File: config.mk
export PLATFORM = sky130hd
export DESIGN_NAME = ram_arbiter_flat
export DESIGN_NICKNAME = d
export VERILOG_FILES = /design/src/rtl/ram_arbiter_pkg.sv /design/src/rtl/ram_arbiter_if.sv /design/src/rtl/ram_arbiter_rr_pick2.sv /design/src/rtl/ram_arbiter.sv /design/src/flat_wrapper.sv
export SDC_FILE = /design/constraint.sdc
export NUM_CORES = 1
export LEC_CHECK = 0
export BUFFER_PORTS_ARGS = -buffer_cell sky130_fd_sc_hd__buf_2
export CORE_MARGIN = 1
export CORE_UTILIZATION = 51
export CTS_CLUSTER_SIZE = 14
export DETAILED_ROUTE_END_ITERATION = 10
export PLACE_DENSITY = 0.9
export SKIP_CTS_REPAIR_TIMING = 1
export SLEW_MARGIN = 10
export SYNTH_ARGS = -nofsm -noshare
export SYNTH_HDL_FRONTEND = slang
export SYNTH_SLANG_ARGS = --single-unit
File: constraint.sdc
create_clock -name clock -period 2 [get_ports clock]
set_input_delay 0.1 -clock clock [delete_from_list [all_inputs] [get_ports clock]]
set_output_delay 0.1 -clock clock [all_outputs]
set_load 0.02 [all_outputs]
File: src/rtl/ram_arbiter_pkg.sv
// Shared types and constants for the two-port RAM arbiter.
package ram_arbiter_pkg;

  // FSM encoding, fixed so that state dumps read the same everywhere.
  typedef enum logic [1:0] {
    S_IDLE   = 2'd0,
    S_ACCESS = 2'd1,
    S_DONE   = 2'd2
  } state_t;

  // Requester identifiers.
  localparam logic PORT_CPU = 1'b0;
  localparam logic PORT_DBG = 1'b1;

  // Access counter width; LATENCY is limited to 1..15.
  localparam int CNT_W = 4;

endpackage

File: src/rtl/ram_arbiter_if.sv
// Bundle of the requester handshakes and the RAM-side bus of ram_arbiter.
// slave: the arbiter's view. master: the surrounding system (requesters and RAM).
interface ram_arbiter_if #(
  parameter int ADDR_WIDTH = 8,
  parameter int DATA_WIDTH = 32
);

  // Port 0: Memory stage
  logic                  cpu_req;
  logic                  cpu_we;
  logic [ADDR_WIDTH-1:0] cpu_addr;
  logic [DATA_WIDTH-1:0] cpu_wdata;
  logic [DATA_WIDTH-1:0] cpu_rdata;
  logic                  cpu_done;
  logic                  cpu_stall;

  // Port 1: debug / loader
  logic                  dbg_req;
  logic                  dbg_we;
  logic [ADDR_WIDTH-1:0] dbg_addr;
  logic [DATA_WIDTH-1:0] dbg_wdata;
  logic [DATA_WIDTH-1:0] dbg_rdata;
  logic                  dbg_done;

  // RAM side
  logic                  ram_enable;
  logic                  ram_we;
  logic [ADDR_WIDTH-1:0] ram_addr;
  logic [DATA_WIDTH-1:0] ram_wdata;
  logic [DATA_WIDTH-1:0] ram_rdata;

  logic                  busy;

  modport slave (
    input  cpu_req, cpu_we, cpu_addr, cpu_wdata,
    output cpu_rdata, cpu_done, cpu_stall,
    input  dbg_req, dbg_we, dbg_addr, dbg_wdata,
    output dbg_rdata, dbg_done,
    output ram_enable, ram_we, ram_addr, ram_wdata,
    input  ram_rdata,
    output busy
  );

  modport master (
    output cpu_req, cpu_we, cpu_addr, cpu_wdata,
    input  cpu_rdata, cpu_done, cpu_stall,
    output dbg_req, dbg_we, dbg_addr, dbg_wdata,
    input  dbg_rdata, dbg_done,
    input  ram_enable, ram_we, ram_addr, ram_wdata,
    output ram_rdata,
    input  busy
  );

endinterface

File: src/rtl/ram_arbiter_rr_pick2.sv
// Combinational two-requester round-robin picker.
// With a single requester it is granted; on contention the port that did not
// win the previous contention (i_last) is granted.
module rr_pick2
  import ram_arbiter_pkg::*;
(
  input  logic [1:0] i_req,
  input  logic       i_last,
  output logic       o_grant_valid,
  output logic       o_grant_id
);

  // Choose the granted port from the request pair and the previous winner.
  always_comb begin
    o_grant_valid = |i_req;
    o_grant_id    = PORT_CPU;
    if (i_req == 2'b11) begin
      o_grant_id = ~i_last;
    end else if (i_req[1]) begin
      o_grant_id = PORT_DBG;
    end
  end

endmodule

File: src/rtl/ram_arbiter.sv
// Shares a single-port RAM between the Memory stage (port 0) and a
// debug/loader port (port 1). One request is latched at a time, the RAM lines
// are held for LATENCY cycles, then the granted port gets a one-cycle done.
module ram_arbiter
  import ram_arbiter_pkg::*;
#(
  parameter int ADDR_WIDTH = 8,
  parameter int DATA_WIDTH = 32,
  parameter int LATENCY    = 2
) (
  input  logic           clock,
  input  logic           reset,
  ram_arbiter_if.slave   bus
);

  localparam logic [CNT_W-1:0] CNT_INIT = CNT_W'(LATENCY - 1);

  state_t                r_state;
  state_t                w_state_nxt;
  logic [CNT_W-1:0]      r_cnt;
  logic                  r_last;
  logic                  r_port;
  logic                  r_we;
  logic [ADDR_WIDTH-1:0] r_addr;
  logic [DATA_WIDTH-1:0] r_wdata;
  logic [DATA_WIDTH-1:0] r_cpu_rdata;
  logic [DATA_WIDTH-1:0] r_dbg_rdata;

  logic                  r_ram_enable;
  logic                  r_ram_we;
  logic [ADDR_WIDTH-1:0] r_ram_addr;
  logic [DATA_WIDTH-1:0] r_ram_wdata;

  logic [1:0]            w_req;
  logic                  w_grant_valid;
  logic                  w_grant_id;
  logic                  w_sel_we;
  logic [ADDR_WIDTH-1:0] w_sel_addr;
  logic [DATA_WIDTH-1:0] w_sel_wdata;
  logic                  w_cpu_done;
  logic                  w_dbg_done;

  assign w_req = {bus.dbg_req, bus.cpu_req};

  rr_pick2 u_pick (
    .i_req         (w_req),
    .i_last        (r_last),
    .o_grant_valid (w_grant_valid),
    .o_grant_id    (w_grant_id)
  );

  // State register.
  always_ff @(posedge clock) begin
    if (reset) begin
      r_state <= S_IDLE;
    end else begin
      r_state <= w_state_nxt;
    end
  end

  // Next-state logic: IDLE -> ACCESS on any request, ACCESS -> DONE when the
  // counter expires, DONE always returns to IDLE.
  always_comb begin
    w_state_nxt = r_state;
    case (r_state)
      S_IDLE:   if (w_grant_valid) w_state_nxt = S_ACCESS;
      S_ACCESS: if (r_cnt == '0)   w_state_nxt = S_DONE;
      S_DONE:   w_state_nxt = S_IDLE;
      default:  w_state_nxt = S_IDLE;
    endcase
  end

  // Access attributes for the next RAM cycle: the granted port's inputs while
  // IDLE, the latched copy once the transaction has started.
  always_comb begin
    w_sel_we    = r_we;
    w_sel_addr  = r_addr;
    w_sel_wdata = r_wdata;
    if (r_state == S_IDLE) begin
      if (w_grant_id == PORT_DBG) begin
        w_sel_we    = bus.dbg_we;
        w_sel_addr  = bus.dbg_addr;
        w_sel_wdata = bus.dbg_wdata;
      end else begin
        w_sel_we    = bus.cpu_we;
        w_sel_addr  = bus.cpu_addr;
        w_sel_wdata = bus.cpu_wdata;
      end
    end
  end

  // Transaction latches, access counter, contention history and read data.
  // The round-robin history only moves on contention, so alternating winners
  // are guaranteed when both ports keep colliding.
  always_ff @(posedge clock) begin
    if (reset) begin
      r_cnt       <= '0;
      r_last      <= PORT_DBG;
      r_port      <= PORT_CPU;
      r_we        <= 1'b0;
      r_addr      <= '0;
      r_wdata     <= '0;
      r_cpu_rdata <= '0;
      r_dbg_rdata <= '0;
    end else begin
      case (r_state)
        S_IDLE: begin
          if (w_grant_valid) begin
            r_port  <= w_grant_id;
            r_we    <= w_sel_we;
            r_addr  <= w_sel_addr;
            r_wdata <= w_sel_wdata;
            r_cnt   <= CNT_INIT;
            if (&w_req) r_last <= w_grant_id;
          end
        end
        S_ACCESS: begin
          if (r_cnt != '0) begin
            r_cnt <= r_cnt - CNT_W'(1);
          end else if (!r_we) begin
            if (r_port == PORT_DBG) r_dbg_rdata <= bus.ram_rdata;
            else                    r_cpu_rdata <= bus.ram_rdata;
          end
        end
        default: ;
      endcase
    end
  end

  // Registered RAM strobes: driven exactly for the cycles spent in ACCESS,
  // zero otherwise, with no combinational path from the requests.
  always_ff @(posedge clock) begin
    if (reset || (w_state_nxt != S_ACCESS)) begin
      r_ram_enable <= 1'b0;
      r_ram_we     <= 1'b0;
      r_ram_addr   <= '0;
      r_ram_wdata  <= '0;
    end else begin
      r_ram_enable <= 1'b1;
      r_ram_we     <= w_sel_we;
      r_ram_addr   <= w_sel_addr;
      r_ram_wdata  <= w_sel_wdata;
    end
  end

  assign w_cpu_done = (r_state == S_DONE) && (r_port == PORT_CPU);
  assign w_dbg_done = (r_state == S_DONE) && (r_port == PORT_DBG);

  assign bus.cpu_done   = w_cpu_done;
  assign bus.dbg_done   = w_dbg_done;
  assign bus.cpu_stall  = bus.cpu_req & ~w_cpu_done;
  assign bus.cpu_rdata  = r_cpu_rdata;
  assign bus.dbg_rdata  = r_dbg_rdata;
  assign bus.ram_enable = r_ram_enable;
  assign bus.ram_we     = r_ram_we;
  assign bus.ram_addr   = r_ram_addr;
  assign bus.ram_wdata  = r_ram_wdata;
  assign bus.busy       = (r_state != S_IDLE);

endmodule

File: src/flat_wrapper.sv
// flat-port wrapper written by rule: the top's interface ports become plain ports
module ram_arbiter_flat import ram_arbiter_pkg::*;
#(
  parameter int ADDR_WIDTH = 8,
  parameter int DATA_WIDTH = 32,
  parameter int LATENCY    = 2
)
  (clock, reset, bus_cpu_req, bus_cpu_we, bus_cpu_addr, bus_cpu_wdata, bus_cpu_rdata, bus_cpu_done, bus_cpu_stall, bus_dbg_req, bus_dbg_we, bus_dbg_addr, bus_dbg_wdata, bus_dbg_rdata, bus_dbg_done, bus_ram_enable, bus_ram_we, bus_ram_addr, bus_ram_wdata, bus_ram_rdata, bus_busy);
  ram_arbiter_if #(.ADDR_WIDTH(ADDR_WIDTH), .DATA_WIDTH(DATA_WIDTH)) bus_i ();
  input  logic clock;
  input  logic reset;
  input wire logic [$bits(bus_i.cpu_req)-1:0] bus_cpu_req;
  input wire logic [$bits(bus_i.cpu_we)-1:0] bus_cpu_we;
  input wire logic [$bits(bus_i.cpu_addr)-1:0] bus_cpu_addr;
  input wire logic [$bits(bus_i.cpu_wdata)-1:0] bus_cpu_wdata;
  output wire logic [$bits(bus_i.cpu_rdata)-1:0] bus_cpu_rdata;
  output wire logic [$bits(bus_i.cpu_done)-1:0] bus_cpu_done;
  output wire logic [$bits(bus_i.cpu_stall)-1:0] bus_cpu_stall;
  input wire logic [$bits(bus_i.dbg_req)-1:0] bus_dbg_req;
  input wire logic [$bits(bus_i.dbg_we)-1:0] bus_dbg_we;
  input wire logic [$bits(bus_i.dbg_addr)-1:0] bus_dbg_addr;
  input wire logic [$bits(bus_i.dbg_wdata)-1:0] bus_dbg_wdata;
  output wire logic [$bits(bus_i.dbg_rdata)-1:0] bus_dbg_rdata;
  output wire logic [$bits(bus_i.dbg_done)-1:0] bus_dbg_done;
  output wire logic [$bits(bus_i.ram_enable)-1:0] bus_ram_enable;
  output wire logic [$bits(bus_i.ram_we)-1:0] bus_ram_we;
  output wire logic [$bits(bus_i.ram_addr)-1:0] bus_ram_addr;
  output wire logic [$bits(bus_i.ram_wdata)-1:0] bus_ram_wdata;
  input wire logic [$bits(bus_i.ram_rdata)-1:0] bus_ram_rdata;
  output wire logic [$bits(bus_i.busy)-1:0] bus_busy;
  assign bus_i.cpu_req = bus_cpu_req;
  assign bus_i.cpu_we = bus_cpu_we;
  assign bus_i.cpu_addr = bus_cpu_addr;
  assign bus_i.cpu_wdata = bus_cpu_wdata;
  assign bus_cpu_rdata = bus_i.cpu_rdata;
  assign bus_cpu_done = bus_i.cpu_done;
  assign bus_cpu_stall = bus_i.cpu_stall;
  assign bus_i.dbg_req = bus_dbg_req;
  assign bus_i.dbg_we = bus_dbg_we;
  assign bus_i.dbg_addr = bus_dbg_addr;
  assign bus_i.dbg_wdata = bus_dbg_wdata;
  assign bus_dbg_rdata = bus_i.dbg_rdata;
  assign bus_dbg_done = bus_i.dbg_done;
  assign bus_ram_enable = bus_i.ram_enable;
  assign bus_ram_we = bus_i.ram_we;
  assign bus_ram_addr = bus_i.ram_addr;
  assign bus_ram_wdata = bus_i.ram_wdata;
  assign bus_i.ram_rdata = bus_ram_rdata;
  assign bus_busy = bus_i.busy;
  ram_arbiter #(.ADDR_WIDTH(ADDR_WIDTH), .DATA_WIDTH(DATA_WIDTH), .LATENCY(LATENCY)) u_core (.clock(clock), .reset(reset), .bus(bus_i));
endmodule
==> Implementation_results.wiki, run 1 <==
{| class="wikitable"
! Metric !! Value
|-
| Fin nets || 1186
|-
| Ratio of routed vias to standard cells || ~6.3
|-
| Average cell area after synthesis || 8.86 sq um
|-
| Clock share of power || 0.361
|-
| Final-layout worst hold slack || about 0.0060 ns
|-
| Final period util || 0.919
|-
| CP Data Required Time || ~1.9 ns
|-
| Total power divided by cell area || approximately 940 nW/um^2
|-
| Final estimated routing congestion in global placement || about 0.85
|-
| Root buffer cell || clkbuf_16
|-
| Detailed-router iteration count before antenna repair || 6
|-
| Worst setup EP type || output pin
|-
| Antenna violations before repair || 1
|-
| Number of standard cells after synthesis || between 700 and 800
|-
| Starting density of the core || 0.522
|-
| Layout cell share with drive strength beyond 1 || 0.309
|-
| Setup Total Neg Slack || 0 ns
|-
| Congestion Overflow GR || 0
|-
| Switching power total || 2.93 mW
|-
| TritonCTS buffer count || 17
|-
| Pins Over Slew Limit || 0
|-
| Static leakage power || 4.01 nW
|-
| Flops & latches, synth || 155
|-
| Count leader, synth || dfxtp_1
|-
| Via count of the first global-routing pass || 6526
|-
| CTS H-tree lvls || 4
|-
| EDFF count, synth || 0
|-
| Synthesis Warnings || 0
|-
| Count of unique library cells instantiated by Yosys || 40
|-
| Flip-flop cell with the highest count after synthesis || dfxtp_1
|-
| Arrival @ worst endpoint || 1.74 ns
|-
| Internal Pwr Total || 6.27 mW
|-
| Number of standard-cell rows in the floorplan || 42
|-
| Post-synth top area cell || dfxtp_1
|-
| Reg2reg start || u_core.r_state[0]
|-
| Clock skew after layout || 0.0114 ns
|-
| DRT iter0 DRCs || about 1300
|-
| Latest clock arrival within the worst-skew pair || 0.42 ns
|-
| Die outline height || 118 um
|-
| Global-route wire length before repair || 31800 um
|-
| Worst min-delay path class || primary input to flip-flop
|-
| Fraction of power consumed by sequential logic || 0.384
|-
| Detailed Route WL || roughly 24000 um
|-
| Placeable core region || 13200 sq um
|-
| Worst Setup Path Type || flip-flop to output pin
|-
| I/O pin count || 228
|-
| Final Hold Vio Count || 0
|-
| R2R Setup Slk || approximately 0.18 ns
|-
| Top cells by area, synth || dfxtp_1, a21oi_1, nand3_1, a211oi_2, a311oi_1
|-
| Largest net degree at the start of global routing || 83
|-
| Area share of the leading cell type in the synthesized netlist || 0.451
|-
| Full die area || 14000 sq um
|-
| Top fanout value on the critical path || 9
|-
| Min Clock Period, post-route || approximately 1.8 ns
|-
| Unrepaired setup endpoints after global routing || no
|-
| Status || complete, no violations
|-
| Combined area of all synthesized cells || 6880 sq um
|-
| Sequential-to-total area share from yosys stat || 0.451
|-
| Depth of the worst hold-timing path || 3
|-
| Terminus of the critical flop-to-flop path || u_core.r_wdata[2]
|-
| Chip Width || 118 um
|-
| Number of remaining DRC errors || 0
|-
| Worst hold path startpoint || bus_cpu_wdata[12]
|-
| Via count || 7899
|-
| Capture endpoint of the worst hold path || u_core.r_wdata[12]
|-
| Max-cap check violation count || 0
|-
| Clock transition at the registers of the reported paths || 0.06 ns
|-
| CTS Buffer Depth || 2
|-
| Per-cell routed wire length || ~19 um
|-
| Sort of element at the start of the critical path || flip-flop
|-
| Number of clock sinks seen by CTS || 155
|-
| Place WS || 0.299 ns
|-
| Switching share of power || 0.318
|-
| Antenna viol nets, final || 0
|-
| Total half-perimeter wirelength after legalization and detailed placement || 12300 um
|-
| Syn_nets || 897
|-
| Worst slew margin || 0.576
|-
| Number of I/O port buffers || 227
|-
| Peak ir drop on the vdd network || 0.529 mV
|-
| Clock tree from TritonCTS || built
|-
| Measured slew at the worst slew-check pin || 0.636 ns
|-
| Share of power burned in combinational logic || 0.256
|-
| Most common library cells after synthesis || dfxtp_1, a21oi_1, nand3_1, nand2_1, o21ai_1
|-
| Async set-reset flop share out of synthesis || 0
|-
| Highest attainable clock frequency || 0.544 GHz
|-
| Final setup violation count || 0
|-
| GRT Total Usage || 0.281
|-
| Relative area change from synthesis to final layout || 42.5%
|-
| Length in cells of the worst reg-to-reg path || 5
|-
| Setup WS post-layout || 0.162 ns
|}
==> area by class of cell <==
cell class | count | area (sq um)
multi-input combinational | 522 | 3280
inverter | 5 | 18.8
timing repair buffer | 365 | 2580
fill | 867 | 3380
sequential | 155 | 3100
tap | 176 | 220
clock inverter | 11 | 144
antenna | 1 | 2.50
clock buffer | 20 | 457
==> worst max-delay path by stage <==
stage,slack [ns],endpoint,startpoint
floorplan,0.43,u_core.bus.cpu_rdata[10],u_core.r_cnt[0]
global placement,0.31,u_core.r_cnt[3],u_core.r_cnt[0]
detailed placement,0.30,u_core.r_cnt[3],u_core.r_cnt[0]
CTS,0.13,bus_cpu_stall,u_core.r_state[1]
global route,0.08,bus_busy,u_core.r_state[0]
finish,0.16,bus_cpu_stall,u_core.r_state[1]
==> registers in the layout, indices dropped and copies added (netlist names) <==
register,cells
u_core.bus.dbg_rdata,32
u_core.r_addr,8
u_core.bus.cpu_rdata,32
u_core.bus.ram_we,1
u_core.r_state,2
u_core.r_port,1
u_core.r_last,1
u_core.r_we,1
u_core.bus.ram_wdata,32
u_core.bus.ram_addr,8
u_core.r_cnt,4
u_core.r_wdata,32
u_core.bus.ram_enable,1
==> logic make-up after synthesis <==
group	synth area share
buffers and inverters	0.0760
adders and majority gates	0.00364
and+or+nand+nor	0.153
DFF	0.451
AOI/OAI and AO/OA	0.316
==> critical path, cell delays in order (launching register included) <==
cell and delay (ns):
dfxtp_1 0.63, nor3b_1 0.43, nor2_1 0.10, buf_2 0.17
==> metal layers <==
layer  track usage  wire, um
met5             0         0
met1         0.371      9000
met4         0.143      1200
met3        0.0598      2450
met2         0.435     11700
==> metrics by stage <==
step	total power [mW]	area, sq um	instances	utilization
final	9.20	9810	1255	0.744
after global routing	9.51	9810	1255	0.744
after CTS	8.92	8680	1142	0.658
after detailed placement	5.65	8080	1111	0.613
after global placement	5.62	8080	1111	0.613
after floorplan	5.03	6880	777	-
==> power by group through the flow <==
stage               clock network [mW]  registers [mW]  logic (mW)
floorplan                            0            3.73        1.30
global placement                     0            3.57        2.04
detailed placement                   0            3.57        2.08
CTS                               3.33            3.52        2.08
finish                            3.32            3.53        2.35
global route                      3.46            3.55        2.49
==> layout by cell type, fill, tap and decap left out, drive strengths merged, types with 2 or more instances in the layout <==
| master | synthesis | layout |
|---|---|---|
| or3 | 2 | 2 |
| buf | 58 | 253 |
| o21ai | 67 | 67 |
| or4 | 2 | 2 |
| nor2 | 6 | 6 |
| bufinv | 0 | 3 |
| a311oi | 41 | 41 |
| nor3 | 2 | 2 |
| a32oi | 41 | 41 |
| a21oi | 110 | 110 |
| nor3b | 3 | 3 |
| ha | 2 | 2 |
| clkbuf | 37 | 20 |
| clkinv | 0 | 6 |
| a211oi | 42 | 42 |
| inv | 5 | 6 |
| dlygate4sd3 | 0 | 112 |
| nand2 | 84 | 84 |
| dfxtp | 155 | 155 |
| nand3 | 105 | 105 |
(Power assumes the default switching activity.)
==> run 2: changes to the inputs <==
--- a/config.mk
+++ b/config.mk
@@ -11,6 +11,7 @@
 export CTS_CLUSTER_SIZE = 14
 export DETAILED_ROUTE_END_ITERATION = 10
 export PLACE_DENSITY = 0.9
+export SETUP_SLACK_MARGIN = 0.3
 export SKIP_CTS_REPAIR_TIMING = 1
 export SLEW_MARGIN = 10
 export SYNTH_ARGS = -nofsm -noshare
==> Implementation_results.wiki, run 2 (same netlist as run 1, synthesis figures left out) <==
{| class="wikitable"
! Metric !! Value
|-
| CTS H-tree lvls || 4
|-
| Via count of the first global-routing pass || about 6500
|-
| List of cells traversed by the critical path || buf_4 -> nor2_4 -> buf_4 -> buf_12 -> a21oi_1 -> a311oi_1
|-
| TritonCTS buffer count || 17
|-
| CTS Buffer Depth || 2
|-
| Routed length on met1 || 9250 um
|-
| Setup Total Neg Slack || 0 ns
|-
| Slowest library cell on the worst path || a311oi_1
|-
| Bufs and invs on worst path || 3
|-
| Worst setup EP type || flip-flop
|-
| Top cell family by delay on the critical path || compound AO/OA/AOI/OAI gates
|-
| Worst slew margin || 0.571
|-
| Clock tree from TritonCTS || built
|-
| Largest stage delay, worst path || 0.40 ns
|-
| Final Hold Vio Count || 1
|-
| Root buffer cell || clkbuf_16
|-
| Final period util || 0.877
|-
| Largest net degree at the start of global routing || 83
|-
| Top fanout value on the critical path || just under 60
|-
| Number of remaining DRC errors || 0
|-
| Total half-perimeter wirelength after legalization and detailed placement || 12300 um
|-
| Worst min-delay path class || primary input to flip-flop
|-
| Reg2reg start || u_core.r_state[0]
|-
| Status || finished with violations
|-
| Unrepaired setup endpoints after global routing || no
|-
| Global-route wire length before repair || 31800 um
|-
| Switching share of power || 0.320
|-
| Starting density of the core || 0.522
|-
| Final setup violation count || 0
|-
| Total met2 wirelength after detailed routing || about 12000 um
|-
| Layout cell share with drive strength beyond 1 || 0.324
|-
| Highest attainable clock frequency || 0.570 GHz
|-
| Min Clock Period, post-route || 1.75 ns
|-
| I/O pin count || 228
|-
| CP Data Required Time || 2.29 ns
|-
| Per-cell routed wire length || 20.1 um
|-
| Pins Over Slew Limit || 0
|-
| Max-cap check violation count || 0
|-
| Antenna violations before repair || 2
|-
| Violated checks || negative hold slack
|-
| Number of clock sinks seen by CTS || 155
|-
| Capture endpoint of the worst hold path || u_core.r_wdata[13]
|-
| Worst hold path startpoint || bus_dbg_wdata[13]
|-
| Die outline height || 118 um
|-
| Total power divided by cell area || between 900 and 1000 nW/um^2
|-
| GRT Total Usage || 0.281
|-
| Ratio of routed vias to standard cells || 6.36
|-
| Chip Width || 118 um
|-
| Switching power total || 3.03 mW
|-
| Clock skew after layout || 0.0111 ns
|-
| Uppermost layer routed || met4
|-
| Final estimated routing congestion in global placement || 0.853
|-
| Share of power burned in combinational logic || 0.279
|-
| Relative area change from synthesis to final layout || 46.4%
|-
| Number of cells in the design after placement || between 1000 and 1500
|-
| Detailed-router iteration count before antenna repair || 6
|-
| Most used cells in the layout excluding fill and tap cells || buf_2, dfxtp_1, dlygate4sd3_1, a21oi_1, nand3_1
|-
| Sort of element at the start of the critical path || flip-flop
|-
| Depth of the worst hold-timing path || 3
|-
| Internal Pwr Total || 6.46 mW
|-
| Arrival @ worst endpoint || just over 2 ns
|-
| Fin nets || 1202
|-
| Terminus of the critical flop-to-flop path || u_core.r_wdata[2]
|-
| CP dominant cell by count || buf_4
|-
| Filler instances || 840
|-
| Most common library cell in the layout ignoring fill and taps || buf_2
|-
| Worst Setup Path Type || flip-flop to flip-flop
|-
| Detailed Route WL || 25600 um
|-
| DRT iter0 DRCs || approximately 1300
|-
| Final-layout worst hold slack || -0.0187 ns
|-
| Length in cells of the worst reg-to-reg path || 6
|-
| Clock share of power || 0.348
|-
| WL met3 || 2790 um
|-
| Number of I/O port buffers || 227
|-
| Congestion Overflow GR || 0
|-
| Number of standard-cell rows in the floorplan || 42
|-
| Clock transition at the registers of the reported paths || 0.06 ns
|-
| R2R Setup Slk || 0.25 ns
|-
| Fraction of power consumed by sequential logic || 0.372
|-
| Placeable core region || ~13000 sq um
|-
| Measured slew at the worst slew-check pin || 0.644 ns
|-
| Latest clock arrival within the worst-skew pair || about 0.42 ns
|-
| Static leakage power || 4.14 nW
|-
| Full die area || 14000 sq um
|-
| Via count || 8090
|-
| Non-filler cells, final || approximately 1300
|-
| Peak ir drop on the vdd network || around 0.54 mV
|-
| Antenna viol nets, final || 0
|}
[run 2: final cells by class]
cell class              count  area (sq um)  area share
clock inverters            11           144      0.0143
flip-flops and latches    155          3110       0.309
inverters                   5          18.8     0.00186
repair buffers            381          2820       0.280
clock buffers              20           457      0.0453
well taps                 176           220      0.0219
diodes                      2          5.00    0.000497
multi-input cells         522          3300       0.328
[run 2: tightest hold or removal path, stage by stage]
cell and delay [ns]:
buf_2 0.11, nand2_1 0.06, a311oi_1 0.08
[run 2: layer usage]
layer  GRT usage  vias to the layer above
li1            -                     3522
met1       0.371                     3713
met2       0.435                      721
met3      0.0598                      134
met4       0.143                        0
met5           0                        -
[run 2: power by group through the flow]
stage	logic (mW)	registers (mW)	clock network, mW
after detailed placement	2.08	3.57	0
after global routing	2.78	3.55	3.46
after floorplan	1.30	3.73	0
after global placement	2.04	3.57	0
after CTS	2.08	3.52	3.33
final	2.65	3.53	3.30
[run 2: metrics by stage]
step	area, sq um	hold WS (ns)	util	total power [mW]	setup slack (ns)
global route	10100	-0.00433	0.764	9.79	0.190
CTS	8680	-0.0661	0.658	8.92	0.133
finish	10100	-0.0187	0.764	9.49	0.245
global placement	8080	0.367	0.613	5.62	0.314
floorplan	6880	0.248	-	5.03	0.430
detailed placement	8080	0.372	0.613	5.65	0.299
[run 2: how the worst max path moves through the flow]
stage                            startpoint                        to  slack, ns  depth (start not counted)
after global routing      u_core.r_state[0]         u_core.r_wdata[7]       0.19                          6
final                     u_core.r_state[0]         u_core.r_wdata[2]       0.25                          6
after global placement      u_core.r_cnt[0]           u_core.r_cnt[3]       0.31                          6
after floorplan             u_core.r_cnt[0]  u_core.bus.cpu_rdata[10]       0.43                          7
after detailed placement    u_core.r_cnt[0]           u_core.r_cnt[3]       0.30                          6
after CTS                 u_core.r_state[1]             bus_cpu_stall       0.13                          3
